===== src/rtl/atm_arb_pkg.sv =====
// atm_arb_pkg: shared types for the ATM balance arbiter.
// State encoding, balance width and round-robin index helper.
package atm_arb_pkg;

    localparam int BAL_W = 64;

    typedef enum logic [2:0] {
        IDLE,
        READ,
        CAPTURE,
        SERVE,
        WRITE,
        RELEASE
    } state_t;

    // Index reached k steps above p, wrapping at n.
    function automatic int rr_idx(input int p, input int k, input int n);
        int j;
        j = p + k;
        if (j >= n) j = j - n;
        return j;
    endfunction

endpackage


===== src/rtl/atm_rr_picker.sv =====
// atm_rr_picker: combinational round-robin picker.
// First set request at or above ptr, wrapping, as one-hot and index.
module atm_rr_picker
    import atm_arb_pkg::*;
#(
    parameter int NUM_ATM = 4,
    parameter int IW      = 2
) (
    input  logic [NUM_ATM-1:0] req,
    input  logic [IW-1:0]      ptr,
    output logic [NUM_ATM-1:0] win_oh,
    output logic [IW-1:0]      win_idx,
    output logic               any
);

    // Scan upward from the pointer; the first hit wins.
    always_comb begin
        win_oh  = '0;
        win_idx = '0;
        any     = 1'b0;
        for (int k = 0; k < NUM_ATM; k++) begin
            if (!any && req[IW'(rr_idx(int'(ptr), k, NUM_ATM))]) begin
                any     = 1'b1;
                win_idx = IW'(rr_idx(int'(ptr), k, NUM_ATM));
                win_oh[IW'(rr_idx(int'(ptr), k, NUM_ATM))] = 1'b1;
            end
        end
    end

endmodule


===== src/rtl/atm_balance_arbiter.sv =====
// atm_balance_arbiter: round-robin locked read-modify-write of a balance store.
// Optional SERVE timeout enabled by defining ATM_ARB_TIMEOUT_EN.
module atm_balance_arbiter
    import atm_arb_pkg::*;
#(
    parameter int NUM_ATM        = 4,
    parameter int ACCT_W         = 8,
    parameter int TIMEOUT_CYCLES = 64
) (
    input  logic                      clk,
    input  logic                      reset,
    input  logic [NUM_ATM-1:0]        req,
    input  logic [NUM_ATM*ACCT_W-1:0] cuenta_id,
    input  logic [NUM_ATM-1:0]        balance_stb,
    input  logic [NUM_ATM*64-1:0]     balance_actualizado,
    input  logic [NUM_ATM-1:0]        done,
    output logic [NUM_ATM-1:0]        grant,
    output logic [63:0]               balance_inicial,
    output logic [NUM_ATM-1:0]        balance_valid,
    output logic [ACCT_W-1:0]         mem_addr,
    output logic                      mem_rd_en,
    input  logic [63:0]               mem_rdata,
    output logic                      mem_wr_en,
    output logic [63:0]               mem_wdata,
    output logic                      timeout
);

    localparam int IW = (NUM_ATM > 1) ? $clog2(NUM_ATM) : 1;

    state_t             state_q;
    state_t             state_d;
    logic [IW-1:0]      ptr_q;
    logic [IW-1:0]      win_q;
    logic [NUM_ATM-1:0] win_oh_q;
    logic [ACCT_W-1:0]  acct_q;
    logic [BAL_W-1:0]   bal_q;
    logic [BAL_W-1:0]   wdat_q;
    logic               to_q;

    logic               pk_any;
    logic [NUM_ATM-1:0] pk_oh;
    logic [IW-1:0]      pk_idx;
    logic [ACCT_W-1:0]  pk_acct;
    logic [BAL_W-1:0]   upd_w;
    logic               req_w;
    logic               stb_w;
    logic               done_w;
    logic               to_hit;
    logic               rel_to;

    atm_rr_picker #(
        .NUM_ATM (NUM_ATM),
        .IW      (IW)
    ) u_picker (
        .req     (req),
        .ptr     (ptr_q),
        .win_oh  (pk_oh),
        .win_idx (pk_idx),
        .any     (pk_any)
    );

    // Slice out the picked account and the granted ATM's new balance.
    always_comb begin
        pk_acct = '0;
        upd_w   = '0;
        for (int i = 0; i < NUM_ATM; i++) begin
            if (pk_idx == IW'(i))
                pk_acct = cuenta_id[i*ACCT_W +: ACCT_W];
            if (win_q == IW'(i))
                upd_w = balance_actualizado[i*BAL_W +: BAL_W];
        end
    end

    assign req_w  = |(req & win_oh_q);
    assign stb_w  = |(balance_stb & win_oh_q);
    assign done_w = |(done & win_oh_q);

`ifdef ATM_ARB_TIMEOUT_EN
    localparam int CNT_W = $clog2(TIMEOUT_CYCLES + 1);

    logic [CNT_W-1:0] cnt_q;

    // Count SERVE cycles; cleared whenever the arbiter is elsewhere.
    always_ff @(posedge clk) begin
        if (reset || state_q != SERVE)
            cnt_q <= '0;
        else
            cnt_q <= cnt_q + CNT_W'(1);
    end

    assign to_hit = (state_q == SERVE) &&
                    (cnt_q == CNT_W'(TIMEOUT_CYCLES - 1));
`else
    // No timer: never fires, SERVE waits for the controller.
    assign to_hit = (TIMEOUT_CYCLES < 0);
`endif

    // Next-state selection; strobe beats done, done beats timeout.
    always_comb begin
        state_d = state_q;
        rel_to  = 1'b0;
        unique case (state_q)
            IDLE:    if (pk_any) state_d = READ;
            READ:    state_d = CAPTURE;
            CAPTURE: state_d = SERVE;
            SERVE: begin
                if (stb_w) begin
                    state_d = WRITE;
                end else if (done_w || !req_w) begin
                    state_d = RELEASE;
                end else if (to_hit) begin
                    state_d = RELEASE;
                    rel_to  = 1'b1;
                end
            end
            WRITE:   state_d = RELEASE;
            RELEASE: state_d = IDLE;
            default: state_d = IDLE;
        endcase
    end

    // Output decode from the current state and latched transaction.
    always_comb begin
        grant           = '0;
        balance_valid   = '0;
        balance_inicial = '0;
        mem_addr        = '0;
        mem_rd_en       = 1'b0;
        mem_wr_en       = 1'b0;
        mem_wdata       = '0;
        timeout         = 1'b0;
        unique case (state_q)
            READ: begin
                grant     = win_oh_q;
                mem_rd_en = 1'b1;
                mem_addr  = acct_q;
            end
            CAPTURE: begin
                grant = win_oh_q;
            end
            SERVE: begin
                grant           = win_oh_q;
                balance_valid   = win_oh_q;
                balance_inicial = bal_q;
            end
            WRITE: begin
                grant           = win_oh_q;
                balance_inicial = bal_q;
                mem_wr_en       = 1'b1;
                mem_addr        = acct_q;
                mem_wdata       = wdat_q;
            end
            RELEASE: begin
                timeout = to_q;
            end
            default: begin
            end
        endcase
    end

    // Transaction registers and round-robin pointer.
    always_ff @(posedge clk) begin
        if (reset) begin
            state_q  <= IDLE;
            ptr_q    <= '0;
            win_q    <= '0;
            win_oh_q <= '0;
            acct_q   <= '0;
            bal_q    <= '0;
            wdat_q   <= '0;
            to_q     <= 1'b0;
        end else begin
            state_q <= state_d;
            to_q    <= rel_to;
            if (state_q == IDLE && pk_any) begin
                win_q    <= pk_idx;
                win_oh_q <= pk_oh;
                acct_q   <= pk_acct;
            end
            if (state_q == CAPTURE)
                bal_q <= mem_rdata;
            if (state_q == SERVE && stb_w)
                wdat_q <= upd_w;
            if (state_q == RELEASE) begin
                if (win_q == IW'(NUM_ATM - 1))
                    ptr_q <= '0;
                else
                    ptr_q <= win_q + IW'(1);
            end
        end
    end

endmodule


===== config.mk =====
export PLATFORM = sky130hd
export DESIGN_NAME = atm_balance_arbiter
export DESIGN_NICKNAME = d
export VERILOG_FILES = /design/src/rtl/atm_arb_pkg.sv /design/src/rtl/atm_rr_picker.sv /design/src/rtl/atm_balance_arbiter.sv
export SDC_FILE = /design/constraint.sdc
export NUM_CORES = 1
export LEC_CHECK = 0
export CORE_AREA = 2 2 197 199
export CTS_BUF_LIST = sky130_fd_sc_hd__clkbuf_8
export DETAILED_ROUTE_END_ITERATION = 8
export DIE_AREA = 0 0 199 201
export MAX_ROUTING_LAYER = met4
export PLACE_DENSITY = 0.58
export SYNTH_ARGS = -nofsm -noshare
export SYNTH_HDL_FRONTEND = slang
export SYNTH_HIERARCHICAL = 1
export SYNTH_SLANG_ARGS = --single-unit

===== constraint.sdc =====
create_clock -name clk -period 4.1 [get_ports clk]
set_clock_uncertainty 0.05 [all_clocks]
set_input_delay 0.41 -clock clk [delete_from_list [all_inputs] [get_ports clk]]
set_output_delay 0.41 -clock clk [all_outputs]
set_load 0.005 [all_outputs]

# ---- Word level (Yosys, flattened, before mapping)
# Cells that the tools add are included.
dict set report totals {
  inputBits 366
  output_inout_bits 147
  regBits 147
  word_cells 134
}
dict set report classes {
  n_addsub 8
  eq_ne 13
  n_lt_le_gt_ge 16
  mux 60
  reduce_logical 24
  bitwise 6
}
# cell count
set op_table {}
lappend op_table {{$mux W64} 6}
lappend op_table {{$mux W8} 5}
lappend op_table {{$lt A2 B4 Y1 const B} 8}
lappend op_table {{$mux W2} 13}
lappend op_table {{$mux W4} 6}
lappend op_table {{$mux W1} 18}
lappend op_table {{$reduce_or A4 Y1} 4}
lappend op_table {{$pmux W3 S5} 1}
lappend op_table {{$and A4 B4 Y4} 3}
lappend op_table {{$or A4 B4 Y4} 3}
lappend op_table {{$ge A3 B3 Y1 const B} 3}
lappend op_table {{$logic_and A1 B1 Y1} 9}
lappend op_table {{$mux W3} 3}
lappend op_table {{$bmux W1 S2} 4}
lappend op_table {{$demux W1 S2} 4}
lappend op_table {{$eq A2 B2 Y1 const B} 4}
lappend op_table {{$ge A2 B1 Y1 const B} 4}
lappend op_table {{$sub A2 B1 Y2 const B} 4}
lappend op_table {{$add A2 B2 Y3 const B} 2}
lappend op_table {{$eq A3 B2 Y1 const B} 2}
lappend op_table {{$eq A3 B3 Y1 const B} 2}
lappend op_table {{$eq A2 B1 Y1 const B} 2}
lappend op_table {{$logic_not A1 Y1} 4}
lappend op_table {{$logic_not A2 Y1} 2}
lappend op_table {{other kinds (10)} 11}

# ---- Longest topological paths before layout
# Gate-level depths: netlist of run 1.
dict set report depth {
  ltp_word 21
  mapped_depth 12
  mapped_depth_nobuf 9
}

# ---- Modules after synthesis
# Netlist of run 1, hierarchy kept.
# mod area_per_inst_um2 cells_per_inst seq_area_each_um2 n_inst
set modules_own_cells {}
lappend modules_own_cells {atm_balance_arbiter 8620.8 1204 2942.8 1}
lappend modules_own_cells {atm_rr_picker 531.8 62 0.0 1}

# ---- Worst setup path before layout of run 1
# Ideal clock, no wire load.
dict set report synth_path {
  path_type {register to register}
  start {register ptr_q[0]}
  end {register acct_q[0]}
  slack_ns 0.979
  stages_incl_launch_ff 13
  t_required_ns 3.918
  arrival_ns 2.939
  setup_time_ns 0.132
  path_cell_list {dfxtp_1 buf_2 inv_1 ha_1 clkbuf_1 mux4_2 inv_1 a21oi_1 o21ai_0 buf_2 mux4_2 nand2_1 a21oi_1}
}
dict set report synth_via {
  elab_chain_cells 20
}
# element line_no
set synth_rtl {}
lappend synth_rtl {{start: declaration} atm_balance_arbiter.sv:32} ;# logic [IW-1:0] ptr_q;
lappend synth_rtl {{start signal: assignment} atm_balance_arbiter.sv:188} ;# ptr_q <= win_q + IW'(1);
lappend synth_rtl {{branches (longest 14 deep; another with $add A2 B1 Y3)} n/a}
lappend synth_rtl {{$mux W2 *} atm_rr_picker.sv:22} ;# if (!any && req[IW'(rr_idx(int'(ptr), k, NUM_ATM))]) begin
lappend synth_rtl {{via pk_idx[0]} atm_balance_arbiter.sv:42} ;# logic [IW-1:0] pk_idx;
lappend synth_rtl {{$logic_not A2 Y1} atm_balance_arbiter.sv:67} ;# if (pk_idx == IW'(i))
lappend synth_rtl {{$mux W8 (3 in a row)} atm_balance_arbiter.sv:67}
lappend synth_rtl {{$mux W8 *} atm_balance_arbiter.sv:67}
lappend synth_rtl {{end signal: assignment} atm_balance_arbiter.sv:178} ;# acct_q <= pk_acct;
lappend synth_rtl {{end: declaration} atm_balance_arbiter.sv:35} ;# logic [ACCT_W-1:0] acct_q;
# Mark *: on every way through the listed nets, which the timed path passes. The select of a mux whose other input is x is not followed.
# A chain may end at the register's enable or synchronous reset.

# ---- Worst setup path in the final report of run 1
dict set report layout_path {
  start {register state_q[1]}
  end {output port balance_inicial[51]}
}
dict set report layout_via {
  elab_chain_cells 3
}
# element line_no
set layout_rtl {}
lappend layout_rtl {{start: declaration} atm_balance_arbiter.sv:30} ;# state_t state_q;
lappend layout_rtl {{start signal: assignment} atm_balance_arbiter.sv:173} ;# state_q <= state_d;
lappend layout_rtl {{$eq A3 B2 Y1 / $eq A3 B3 Y1 (equally long branches)} atm_balance_arbiter.sv:132} ;# unique case (state_q)
lappend layout_rtl {{$reduce_or A2 Y1 (no line) *} n/a}
lappend layout_rtl {{$mux W64 *} atm_balance_arbiter.sv:132}
lappend layout_rtl {{end: declaration} atm_balance_arbiter.sv:18} ;# output logic [63:0] balance_inicial,
# Mark *: on every way between the ends. The rest lies on a longest branch, timed or not.

==> run_results.csv, run 1 <==
group,metric,value,unit
worst_hold_path,type_of_the_tightest_min_delay_check,"input port to flip-flop",
sta,report.final.setup_viol,0,
critical_path,rr_startpoint,"ptr_q[1]$_SDFFE_PP0N_",
placed_design,dpl.hpwl,28.4,mm
clock_network,cts_num_sinks,147,
run,maxCapViolations,0,
floorplanning,placement_rows,72,
synthesis,synth.ff_latch_count,147,
grt,grt_pass1_wl,57.1,mm
placed_design,dp.cells,2198,
critical_path,setup.worst_path.start_class,"flip-flop",
critical_path,timing.critical_path.slowest_stage_cell,"dfxtp_1",
sta,fmax,0.309,GHz
placed_design,place.gp.congestion,0.872,
sta,slew-limit-headroom,23.2,%
synthesis,yosys.area.top_type,"dfxtp_1",
run_status,status,"complete, no violations",
critical_path,critical-path-max-stage-delay,570,ps
critical_path,crit_fanout,65,
placed_design,post_place_setup_slack,797,ps
layout,final_nets,2077,
layout,drive_above_1_share,7.83,%
synthesis,ys_top_cells_by_area,"dfxtp_1 (32%), a21oi_1 (12%), and2_1 (9.9%), nand2_1 (9.2%), a22oi_1 (5.6%)",
floorplanning,die_h,201,microns
grt,grt_overflow_total,0,
routing,drt_pre_antenna_iters,5,
layout,finalCoreUtilization,39.4,%
layout,instances_no_fill,2232,
clock_network,cts-root-buf,"clkbuf_8",
sta,slew_of_the_pin_with_the_lowest_slew_margin,1150,ps
power_and_ir_drop,design_power_total,3.84,mW
sta,fin_crit,3230,ps
synthesis,synth.lib_cells_used.distinct,47,
layout,signed_area_change_from_the_synthesized_netlist_to_the_final_layout,64.0,%
synthesis,ys_async_sr_fraction,0,%
critical_path,reg2reg_depth,9,
critical_path,crit_start,"state_q[1]$_SDFFE_PP0P_",
synthesis,synth_edf_count,0,
synthesis,synth.avg_cell_area,7.23,sq um
synthesis,ys_seq_area_share,32.2,%
synthesis,post_synth_instance_area,9150,sq um
power_and_ir_drop,leakage_power_figure,5.59,nW
sta,slew_viol_final,0,
routing,routed_wirelength,38.7,mm
grt,grt_antenna_before_repair,2,
floorplanning,design.portCount,513,
clock_network,post_cts_buffers,0,
critical_path,reg2reg_to,"acct_q[0]$_SDFFE_PP0P_",
critical_path,r2r_slack,950,ps
sta,report.final.hold_viol_count,0,
clock_network,tritoncts,"done",
critical_path,setup.worst_path.end,"balance_inicial[51]",
sta,unrepaired_setup_endpoints_after_global_routing,"false",
power_and_ir_drop,worst_ir_drop_vdd,0.251,mV
routing,vias,10312,
synthesis,postSynth.topFlopCell,"dfxtp_1",
placed_design,port_buffers,511,
synthesis,syn_nets,1644,
sta,layout_worst_path_cycle_share,78.9,%
floorplanning,die_footprint,40000,sq um
grt,groute.usage.overall,19.1,%
critical_path,critical_path_arrival,2770,ps
clock_network,total_of_hold_buffers_inserted_after_clock_tree_synthesis,0,
critical_path,critical_path.cell_chain,"and3b_2, or2_1, buf_4, and2_1, clkdlybuf4s50_1",
power_and_ir_drop,powerDensity,256,nW/um^2
synthesis,synthesis.instances,1266,
grt,first_global_vias,9966,
floorplanning,coreArea,38100,sq um
routing,drt-vias-per-instance,4.62,
routing,antenna_violating_nets_post_route,0,
critical_path,critPathCaptureType,"output port",
clock_network,clock_tree.htree_level_count,4,
routing,remaining_drc_errors,0,
floorplanning,initial_core_util,24.0,%
sta,totalNegativeSetupSlack,0,ps
clock_network,insertion_delay,490,ps
grt,grt_start_max_net_pins,103,
critical_path,required,3640,ps
layout,fill_cells,3997,
routing,detail_route.iter0.violations,488,
synthesis,synthDominantCellAreaShare,32.2,%
critical_path,worstSetupPathType,"flip-flop to output port",
clock_network,clkTransAtPathRegs,110,ps
synthesis,synth.yosys.warnings,6,
floorplanning,die_w,199,microns
routing,avgRoutedWirePerCell,17.3,microns
clock_network,cts_repair_resize_count,0,
clock_network,cts-root-to-sink-buffers,2,
clock_network,cts-buffers-inserted,17,
sta,worst_setup_slack_after_layout,866,ps
==> logic make-up (layout without fill, tap and decap cells) <==
group,Yosys count,after routing,synth area share [%]
other cells,1,3,0.0410
mux,16,16,3.43
compound gates,493,493,31.7
xor+xnor,1,1,0.0957
fa+ha+maj,12,12,1.64
simple gates,406,406,21.6
flops,147,147,32.2
buf+inv,190,636,9.31
==> critical path: cells and delay by family, from the launching register on <==
kind,cells,cell delay (ps)
simple gates,3,660
buf+inv,2,980
flops,1,570
==> synthesized netlist by cell type, types with 3 or more instances <==
master and number:
clkbuf_1 72, mux4_2 11, nor2_1 7, a22oi_1 68, dfxtp_1 147, ha_1 12, mux2i_1 4, nand2_1 225
nand3b_1 4, o21ai_1 56, a21oi_1 222, nand3_1 6, clkbuf_2 6, nand2b_1 3, buf_6 10, buf_2 21
inv_1 70, nor3_1 3, nor3b_1 4, buf_1 3, and2_1 145, o21ai_0 76, a21oi_2 54, buf_4 8
==> registers in the layout, summed over array words and instances (netlist names) <==
signal and flops:
win_q 2, state_q 3, wdat_q 64, bal_q 64, win_oh_q 4, acct_q 8, ptr_q 2
==> final cells by class <==
class / instances / area [sq um] / share of cell area [%]
Antenna cell: 2 / 5.00 / 0.0334
Clock buffer: 17 / 234 / 1.56
Clock inverter: 15 / 179 / 1.19
Inverter: 70 / 263 / 1.75
Multi-Input combinational cell: 929 / 5410 / 36.1
Sequential cell: 147 / 2940 / 19.6
Tap cell: 518 / 648 / 4.32
Timing Repair Buffer: 534 / 5320 / 35.5
==> worst min-delay path by stage <==
stage / start / endpoint / slack (ps) / depth (start not counted)
after floorplan: acct_q[0]$_SDFFE_PP0P_ / acct_q[0]$_SDFFE_PP0P_ / 380 / 2
final: mem_rdata[48] / bal_q[48]$_SDFFE_PP0P_ / 400 / 3
after global routing: mem_rdata[45] / bal_q[45]$_SDFFE_PP0P_ / 330 / 3
after global placement: bal_q[22]$_SDFFE_PP0P_ / bal_q[22]$_SDFFE_PP0P_ / 390 / 2
after detailed placement: bal_q[25]$_SDFFE_PP0P_ / bal_q[25]$_SDFFE_PP0P_ / 390 / 2
after CTS: mem_rdata[25] / bal_q[25]$_SDFFE_PP0P_ / 340 / 3
==> placed cells by master (no fill, tap or decap), types with 4 or more instances in the layout <==
cell,n
and2_1,144
nor2_1,7
ha_1,8
o21ai_1,57
buf_4,20
nand3_1,6
clkbuf_8,17
o21ai_0,75
mux4_2,11
a21oi_2,54
clkdlybuf4s50_1,510
inv_6,5
clkinv_8,5
inv_8,4
nand2_1,224
inv_1,69
nand3b_1,4
dfxtp_1,147
a22oi_1,68
a21oi_1,222
mux2i_1,4
==> per-layer routing <==
| metal | GRT usage [%] | part of all wire (%) | vias to the layer above |
|---|---|---|---|
| met5 | - | 0 | - |
| met4 | 5.28 | 2.1 | 0 |
| met3 | 6.25 | 9.0 | 37 |
| met2 | 31.3 | 47 | 399 |
| met1 | 22.3 | 42 | 4722 |
| li1 | - | - | 5154 |
==> where the power goes <==
part	internal (mW)	total, mW	switching [mW]	leakage, nW
Clock	0.468	1.19	0.722	0.208
Combinational	0.563	1.11	0.543	4.19
Sequential	1.50	1.54	0.0452	1.19
==> stage by stage <==
stage / hold WS (ps) / area (sq um)
after floorplan: 382 / 9150
after global placement: 387 / 14600
after detailed placement: 392 / 14600
after CTS: 339 / 15000
after global routing: 335 / 15000
final: 398 / 15000
Note: power is estimated with default switching activity, not from simulation.
==> run 2, diff against run 1 <==
--- a/config.mk
+++ b/config.mk
@@ -10,7 +10,7 @@
 export DETAILED_ROUTE_END_ITERATION = 8
 export DIE_AREA = 0 0 199 201
 export MAX_ROUTING_LAYER = met4
-export PLACE_DENSITY = 0.58
+export PLACE_DENSITY = 0.6
 export SYNTH_ARGS = -nofsm -noshare
 export SYNTH_HDL_FRONTEND = slang
 export SYNTH_HIERARCHICAL = 1
==> constraint.sdc (replaced) <==
create_clock -name clk -period 2.6 [get_ports clk]
set_clock_uncertainty 0.05 [all_clocks]
set_input_delay 0.26 -clock clk [delete_from_list [all_inputs] [get_ports clk]]
set_output_delay 0.26 -clock clk [all_outputs]
set_load 0.005 [all_outputs]
==> run_results.csv, run 2 (synthesis results as in run 1) <==
group,metric,value,unit
layout,layout_common_cells,"clkdlybuf4s50_1 (476), nand2_1 (223), a21oi_1 (222)",
sta,slew-limit-headroom,38.5,%
floorplanning,initial_core_util,24.0,%
grt,first_global_vias,10293,
routing,detail_route.iter0.violations,485,
routing,routed_wirelength,40.1,mm
clock_network,clkTransAtPathRegs,90,ps
clock_network,insertion_delay,470,ps
floorplanning,die_w,199,microns
layout,seqCellArea,2960,sq um
clock_network,cts-root-buf,"clkbuf_8",
critical_path,path_common_cell,"mux4_2",
grt,grt_overflow_total,0,
grt,grt_antenna_before_repair,5,
sta,layout_worst_path_cycle_share,96.8,%
clock_network,cts-root-to-sink-buffers,2,
power_and_ir_drop,design_power_total,6.30,mW
floorplanning,design.portCount,513,
run,maxCapViolations,0,
critical_path,critical_path_buf_inv_count,2,
critical_path,setup.worst_path.start_class,"flip-flop",
sta,fin_crit,2520,ps
sta,worst_setup_slack_after_layout,84.1,ps
floorplanning,coreArea,38100,sq um
clock_network,tritoncts,"done",
clock_network,cts_num_sinks,147,
layout,mostFrequentLayoutCell,"clkdlybuf4s50_1",
critical_path,critical-path-max-stage-delay,510,ps
placed_design,dpl.hpwl,29.0,mm
routing,drt-vias-per-instance,4.66,
power_and_ir_drop,switching_power,1.99,mW
run_status,status,"complete, no violations",
clock_network,total_of_hold_buffers_inserted_after_clock_tree_synthesis,0,
clock_network,clock_tree.htree_level_count,4,
layout,drive_above_1_share,10.2,%
critical_path,timing.critical_path.slowest_stage_cell,"mux4_2",
power_and_ir_drop,pwr-share-comb,30.2,%
clock_network,cts-buffers-inserted,17,
critical_path,crit_family,"multiplexers",
routing,antenna_violating_nets_post_route,0,
floorplanning,die_footprint,40000,sq um
grt,groute.usage.overall,19.5,%
layout,biggestRegsByFlops,"bal_q x64, wdat_q x64, acct_q x8",
grt,grt_pass1_wl,58.1,mm
power_and_ir_drop,cell_internal_pwr,4.32,mW
layout,final_nets,2105,
placed_design,port_buffers,511,
sta,unrepaired_setup_endpoints_after_global_routing,"false",
placed_design,place.gp.congestion,0.873,
critical_path,critPathCaptureType,"flip-flop",
power_and_ir_drop,power.sequential.fraction,38.4,%
sta,slew_of_the_pin_with_the_lowest_slew_margin,923,ps
power_and_ir_drop,leakage_power_figure,5.97,nW
floorplanning,placement_rows,72,
sta,timing.hold.ws,204,ps
power_and_ir_drop,netSwitchingFraction,31.5,%
routing,remaining_drc_errors,0,
critical_path,critical_path.cell_chain,"inv_4, ha_4, mux4_2, nand2b_1, a211o_1, o21ai_2, buf_12, mux4_2, nand2_2, a21oi_1",
critical_path,worstSetupPathType,"flip-flop to flip-flop",
critical_path,crit_fanout,9,
critical_path,critical_path_arrival,2780,ps
grt,grt_start_max_net_pins,81,
sta,report.final.hold_viol_count,0,
layout,fill_cells,3943,
power_and_ir_drop,clk_network_pwr_share,31.3,%
layout,signed_area_change_from_the_synthesized_netlist_to_the_final_layout,68.9,%
worst_hold_path,type_of_the_tightest_min_delay_check,"input port to flip-flop",
sta,totalNegativeSetupSlack,0,ps
sta,report.final.setup_viol,0,
floorplanning,die_h,201,microns
critical_path,required,2860,ps
sta,fmax,0.397,GHz
power_and_ir_drop,worst_ir_drop_vdd,0.258,mV
layout,multi_input_comb_area,5450,sq um
routing,drt_pre_antenna_iters,5,
power_and_ir_drop,powerDensity,408,nW/um^2
sta,slew_viol_final,0,
routing,avgRoutedWirePerCell,17.7,microns
placed_design,post_place_setup_slack,-323,ps
routing,vias,10539,
==> run 2: final timing paths <==
| check | from | endpoint | slack [ps] | cells after the start |
|---|---|---|---|---|
| hold reg to reg | bal_q[61]$_SDFFE_PP0P_ | bal_q[61]$_SDFFE_PP0P_ | 400 | 2 |
| hold / removal | reset | wdat_q[60]$_SDFFE_PP0P_ | 200 | 4 |
| setup / recovery | ptr_q[0]$_SDFFE_PP0N_ | acct_q[1]$_SDFFE_PP0P_ | 80 | 10 |
| setup reg to reg | ptr_q[0]$_SDFFE_PP0N_ | acct_q[1]$_SDFFE_PP0P_ | 80 | 10 |
==> run 2: timing repair <==
action	4_1_cts	5_1_grt
cloned	1	3
setup endpoints to repair	113	49
buffers inserted	1	4
pin swaps	2	3
resized for setup	42	7
==> run 2: area by class of cell <==
cell class,count,area share [%]
Multi-Input combinational cell,929,35.3
Clock buffer,17,1.51
Inverter,70,1.72
Tap cell,518,4.19
Timing Repair Buffer,562,36.9
Sequential cell,147,19.1
Clock inverter,14,1.17
Antenna cell,5,0.0809
==> run 2: power by group through the flow <==
stage	registers, mW	logic, mW	clock network, mW
floorplan	2.45	0.888	0
global placement	2.47	1.84	0
detailed placement	2.48	1.85	0
CTS	2.43	1.88	2.08
global route	2.44	2.08	2.15
finish	2.42	1.91	1.98
==> run 2: worst min-delay path, cell delays in order <==
cell and delay [ps]:
buf_2 100, inv_2 150, o21ai_1 120, a21oi_1 50
==> run 2: routing by layer <==
| layer | vias to the layer above | track usage [%] | part of all wire, % |
|---|---|---|---|
| li1 | 5229 | - | - |
| met1 | 4852 | 22.7 | 42 |
| met2 | 408 | 31.9 | 47 |
| met3 | 50 | 5.43 | 8.2 |
| met4 | 0 | 7.09 | 2.5 |
| met5 | - | - | 0 |
==> run 2: metrics by stage <==
| stage | utilization [%] | instances | cell area [sq um] |
|---|---|---|---|
| after floorplan | - | 1266 | 9190 |
| after global placement | 39.1 | 2217 | 14900 |
| after detailed placement | 39.1 | 2217 | 14900 |
| after CTS | 40.3 | 2250 | 15300 |
| after global routing | 40.6 | 2262 | 15500 |
| final | 40.6 | 2262 | 15500 |
